$ cat src/rtl/fixed_to_dac_spi.sv
// Signed fixed-point samples -> offset-binary 16-bit frames on a write-only SPI DAC (mode 0).
// Optional macro DAC_LDAC_EN adds an active-low LDAC pulse after each frame.
module fixed_to_dac_spi #(
    parameter int         FIXED_WIDTH = 12,
    parameter int         FIFO_DEPTH  = 4,
    parameter int         SCLK_DIV    = 2,
    parameter logic [3:0] CTRL_BITS   = 4'h3
) (
    input  logic                   clk,
    input  logic                   rst_n,
    input  logic                   en,
    input  logic [FIXED_WIDTH-1:0] d,
    output logic                   ready,
    output logic                   overflow,
    output logic                   busy,
    output logic                   dac_sclk,
    output logic                   dac_cs_n,
    output logic                   dac_din
`ifdef DAC_LDAC_EN
    ,
    output logic                   dac_ldac_n
`endif
);
    localparam int FRAME_W = FIXED_WIDTH + 4;
    localparam int AW      = (FIFO_DEPTH > 1) ? $clog2(FIFO_DEPTH) : 1;
    localparam int CW      = $clog2(FIFO_DEPTH + 1);
    localparam int DW      = (SCLK_DIV > 1) ? $clog2(SCLK_DIV) : 1;
    localparam int BW      = $clog2(FRAME_W);
    localparam logic [DW-1:0]          DIV_LAST  = DW'(SCLK_DIV - 1);
    localparam logic [FIXED_WIDTH-1:0] SIGN_FLIP = {1'b1, {(FIXED_WIDTH-1){1'b0}}};

    typedef enum logic [2:0] {
        S_IDLE,
        S_SETUP,
        S_SHIFT,
        S_HOLD,
        S_GAP
`ifdef DAC_LDAC_EN
        ,
        S_LDAC
`endif
    } state_t;

    logic [FIXED_WIDTH-1:0] r_fifo [FIFO_DEPTH];
    logic [AW-1:0]          r_wr_ptr;
    logic [AW-1:0]          r_rd_ptr;
    logic [CW-1:0]          r_count;
    logic                   r_overflow;

    state_t                 r_state;
    logic [DW-1:0]          r_div;
    logic [BW-1:0]          r_bit;
    logic                   r_high;
    logic [FRAME_W-1:0]     r_shift;
    logic                   r_sclk;
    logic                   r_cs_n;
    logic                   r_din;
`ifdef DAC_LDAC_EN
    logic                   r_ldac_n;
`endif

    logic w_full;
    logic w_empty;
    logic w_push;
    logic w_pop;

    assign w_full  = (r_count == CW'(FIFO_DEPTH));
    assign w_empty = (r_count == '0);
    assign w_push  = en && !w_full;
    assign w_pop   = (r_state == S_IDLE) && !w_empty;

    // Samples are stored already converted to offset-binary.
    always_ff @(posedge clk) begin
        if (w_push) begin
            r_fifo[r_wr_ptr] <= d ^ SIGN_FLIP;
        end
    end

    always_ff @(posedge clk) begin
        if (!rst_n) begin
            r_wr_ptr   <= '0;
            r_rd_ptr   <= '0;
            r_count    <= '0;
            r_overflow <= 1'b0;
        end else begin
            if (w_push) r_wr_ptr <= r_wr_ptr + AW'(1);
            if (w_pop)  r_rd_ptr <= r_rd_ptr + AW'(1);
            case ({w_push, w_pop})
                2'b10:   r_count <= r_count + CW'(1);
                2'b01:   r_count <= r_count - CW'(1);
                default: r_count <= r_count;
            endcase
            if (en && w_full) r_overflow <= 1'b1;
        end
    end

    always_ff @(posedge clk) begin
        if (!rst_n) begin
            r_state  <= S_IDLE;
            r_div    <= '0;
            r_bit    <= '0;
            r_high   <= 1'b0;
            r_shift  <= '0;
            r_sclk   <= 1'b0;
            r_cs_n   <= 1'b1;
            r_din    <= 1'b0;
`ifdef DAC_LDAC_EN
            r_ldac_n <= 1'b1;
`endif
        end else begin
            case (r_state)
                S_IDLE: begin
                    if (!w_empty) begin
                        r_shift <= {CTRL_BITS, r_fifo[r_rd_ptr]};
                        r_din   <= CTRL_BITS[3];
                        r_cs_n  <= 1'b0;
                        r_sclk  <= 1'b0;
                        r_div   <= '0;
                        r_state <= S_SETUP;
                    end
                end
                S_SETUP: begin
                    if (r_div == DIV_LAST) begin
                        r_div   <= '0;
                        r_bit   <= BW'(FRAME_W - 1);
                        r_high  <= 1'b0;
                        r_state <= S_SHIFT;
                    end else begin
                        r_div <= r_div + DW'(1);
                    end
                end
                S_SHIFT: begin
                    if (r_div != DIV_LAST) begin
                        r_div <= r_div + DW'(1);
                    end else begin
                        r_div <= '0;
                        if (!r_high) begin
                            r_high <= 1'b1;
                            r_sclk <= 1'b1;
                        end else begin
                            // End of a high phase: next data bit goes out with the falling sclk.
                            r_high <= 1'b0;
                            r_sclk <= 1'b0;
                            if (r_bit == '0) begin
                                r_state <= S_HOLD;
                            end else begin
                                r_bit <= r_bit - BW'(1);
                                r_din <= r_shift[r_bit - BW'(1)];
                            end
                        end
                    end
                end
                S_HOLD: begin
                    if (r_div == DIV_LAST) begin
                        r_div   <= '0;
                        r_cs_n  <= 1'b1;
                        r_din   <= 1'b0;
                        r_state <= S_GAP;
                    end else begin
                        r_div <= r_div + DW'(1);
                    end
                end
                S_GAP: begin
                    if (r_div == DIV_LAST) begin
                        r_div    <= '0;
`ifdef DAC_LDAC_EN
                        r_ldac_n <= 1'b0;
                        r_state  <= S_LDAC;
`else
                        r_state  <= S_IDLE;
`endif
                    end else begin
                        r_div <= r_div + DW'(1);
                    end
                end
`ifdef DAC_LDAC_EN
                S_LDAC: begin
                    if (r_div == DIV_LAST) begin
                        r_div    <= '0;
                        r_ldac_n <= 1'b1;
                        r_state  <= S_IDLE;
                    end else begin
                        r_div <= r_div + DW'(1);
                    end
                end
`endif
                default: r_state <= S_IDLE;
            endcase
        end
    end

    assign ready    = !w_full;
    assign overflow = r_overflow;
    assign busy     = (r_state != S_IDLE) || !w_empty;
    assign dac_sclk = r_sclk;
    assign dac_cs_n = r_cs_n;
    assign dac_din  = r_din;
`ifdef DAC_LDAC_EN
    assign dac_ldac_n = r_ldac_n;
`endif
endmodule

$ cat config.mk
export PLATFORM = sky130hd
export DESIGN_NAME = fixed_to_dac_spi
export DESIGN_NICKNAME = d
export VERILOG_FILES = /design/src/rtl/fixed_to_dac_spi.sv
export SDC_FILE = /design/constraint.sdc
export NUM_CORES = 1
export LEC_CHECK = 0
export BUFFER_PORTS_ARGS = -buffer_cell sky130_fd_sc_hd__buf_2
export CAP_MARGIN = 40
export CORE_MARGIN = 4
export CORE_UTILIZATION = 54
export CTS_CLUSTER_DIAMETER = 80
export CTS_CLUSTER_SIZE = 8
export DETAILED_ROUTE_END_ITERATION = 10
export PLACE_DENSITY = 0.76
export SLEW_MARGIN = 25
export SYNTH_ARGS = -nofsm -noshare
export SYNTH_HDL_FRONTEND = slang
export SYNTH_SLANG_ARGS = --single-unit
$ cat constraint.sdc
create_clock -name clk -period 2.3 [get_ports clk]
set_input_delay 0.345 -clock clk [delete_from_list [all_inputs] [get_ports clk]]
set_output_delay 0.345 -clock clk [all_outputs]
set_load 0.01 [all_outputs]
==> impl_metrics.yaml <==
outcome:
  status: "finished clean"
logic_synthesis:
  syn_inst: 255
  synth_cell_types: 44
  yosys_warnings: 0
  synth-seq-cells: 81
  synth.avg_cell_area_um2: 13.2
  synth_most_common_cell: "edfxtp_1"
  syn-num-nets: 277
  synth_top_area_frac: 0.429
  synth_common_cells: "edfxtp_1, dfxtp_1, nand2_1"
  synth_edf_count: 48
  synth_area_leaders: "edfxtp_1, dfxtp_1, mux4_2"
  ys_seq_area_frac: 0.625
  synth_ff_type: "edfxtp_1"
  syn_area_um2: 3360
  post-synth-top-area-cell: "edfxtp_1"
  async_flop_share: 0
clock_tree:
  cts_tree: "yes"
  clockBufferDepth: 2
  cts_buffers: 9
  cts_max_level: 3
  cts.sinks: 81
  path_clk_slew_ns: 0.08
  clk_latency_ns: 0.34
  cts_root_buf: "clkbuf_8"
pwr:
  p_clk_frac: 0.234
  finalPower_mw: 4.66
  power.internal_mw: 3.16
  p_seq_frac: 0.429
  p_switching_mw: 1.50
  p_leak_nw: 1.39
  switching_share: 0.321
  irDropWorstVdd_v: 0.000624
  combPwrFrac: 0.337
  pwr_density_cell_nw_per_um2: 1210
global_route:
  antenna_found_initial: 0
  grt_overflow_total: 0
  grt_pass1_wl_um: 9980
  grt_max_degree: 19
  gr-usage-all-layers: 0.174
  grt_pass1_vias: 2058
die:
  die-area_um2: 7560
  core_area_um2: 5990
  dieHeight_um: 86.9
  io_pins: 21
  placementRows: 28
  fp.dieW_um: 86.9
  initial_utilization: 0.561
flow_run:
  maxCapViolations: 0
sta:
  period_share: 0.974
  fin_setup_tns_ns: 0
  layout_min_cycle_time_ns: 2.24
  slew_viol_final: 0
  setup_viol: 0
  tightest_slew_ns: 0.674
  fin_skew_ns: 0.0100
  holdWs_ns: 0.222
  hold_viol_final: 0
  clock.fmax_mhz: 446
  slew-limit-headroom: 0.550
drt:
  wl_per_cell_um: 15.8
  drt-initial-drc-count: 159
  vias: 2066
  avgViaCountPerCell: 5.61
  wl_um: 5810
  firstDrtPassIters: 4
  drc: 0
  detail-route-antenna-nets: 0
place:
  io_buffers: 20
  gp_congestion: 0.763
  hpwl_um: 3990
worst_hold_path:
  hp-class: "primary input to flop"
cells_and_area:
  regArea_um2: 2110
  drive_gt1_frac: 0.253
  nNetsFinal: 310
  diodes: 0
  utilization: 0.641
  multi_input_area_um2: 1170
  fill_cells: 435
  syn2layout_area_growth_pct: 14.2
setup_path:
  crit_type: "flop to flop"
  critPathArrivalTime_ns: 2.51
  critPathMaxFanout: 4
  start_kind: "flop"
  crit_required_ns: 2.57
  crit_path_end_kind: "flop"
-- cells by family (layout without fill, tap and decap cells) --
group	after synthesis	count (layout)	share of synthesized area
fa+ha+maj	7	7	0.0283
mux	16	16	0.106
xor+xnor	8	8	0.0208
buf+inv	26	64	0.0327
compound gates	40	40	0.0785
flops	81	81	0.625
simple gates	77	77	0.109
-- cell type report --
class | instances | area share
clock buffers | 11 | 0.0342
inverters | 14 | 0.0137
clock inverters | 5 | 0.0209
flip-flops and latches | 81 | 0.549
multi-input cells | 148 | 0.305
repair buffers | 34 | 0.0534
well taps | 75 | 0.0244
-- cell usage in the layout (no fill, tap or decap), types with 2 or more instances in the layout --
cell,instances
nand2_1,31
o21a_1,2
o211ai_1,2
inv_1,13
nor3b_1,2
xnor2_1,3
buf_2,20
nor2b_1,4
nor3_1,5
mux4_2,13
a211o_1,2
clkbuf_1,2
nor4b_1,2
clkbuf_8,9
a21oi_1,18
nand3_1,2
edfxtp_1,48
nand2b_1,2
and3_1,4
dfxtp_1,31
mux4_1,2
o21ai_0,3
buf_4,14
xor2_1,5
o22ai_1,2
nor2_1,17
or3_1,2
ha_1,5
bufinv_16,2
-- state kept, by name, indices dropped and copies added, names as in the netlist --
register	cells
r_bit	4
overflow	1
r_wr_ptr	2
r_rd_ptr	2
r_count	3
r_div	1
r_state	3
r_shift	13
r_high	1
r_fifo	48
dac_din	1
dac_cs_n	1
dac_sclk	1
-- power by group through the flow --
stage,registers [mW],clock network [mW],logic [mW]
floorplan,1.97,0,1.15
global placement,2.01,0,1.49
detailed placement,2.03,0,1.52
CTS,2.00,1.11,1.53
global route,2.03,1.19,1.78
finish,2.00,1.09,1.57
-- final timing paths --
check / start / end / slack (ns) / cells after the start
setup / recovery: r_count[1] / r_count[2] / 0.06 / 9
hold / removal: d[7] / r_fifo[2][7] / 0.22 / 1
setup reg to reg: r_count[1] / r_count[2] / 0.06 / 9
hold reg to reg: r_shift[10] / r_shift[10] / 0.46 / 2
-- metrics by stage --
step | instance area, um^2 | worst slack [ns] | instances
2_1_floorplan | 3370 | 0.0264 | 255
3_3_place_gp | 3600 | 0.125 | 350
3_5_place_dp | 3600 | 0.0256 | 350
4_1_cts | 3810 | 0.00722 | 366
5_1_grt | 3840 | -0.0131 | 368
6_report | 3840 | 0.0598 | 368
-- routing by layer --
layer  track usage  vias to the layer above  part of all wire
met3        0.0331                       10             0.035
met1         0.236                     1026              0.45
met4        0.0765                        0             0.013
met2         0.276                       36              0.51
li1              -                      994                 -
met5             0                        -                 0
-- critical path: stages (launching register included) --
cell     delay, ns
dfxtp_4       0.36
or3b_4        0.38
and2_4        0.15
inv_2         0.05
ha_2          0.17
inv_1         0.05
fa_2          0.33
xor2_1        0.16
or3_1         0.38
a21oi_2       0.14
-- timing repair --
item,in CTS,in global routing
setup buffers,0,2
pin swaps,0,3
resized for setup,1,7
hold buffers,0,0
setup endpoints to repair,1,1
Power figures use the tool's default switching activity.
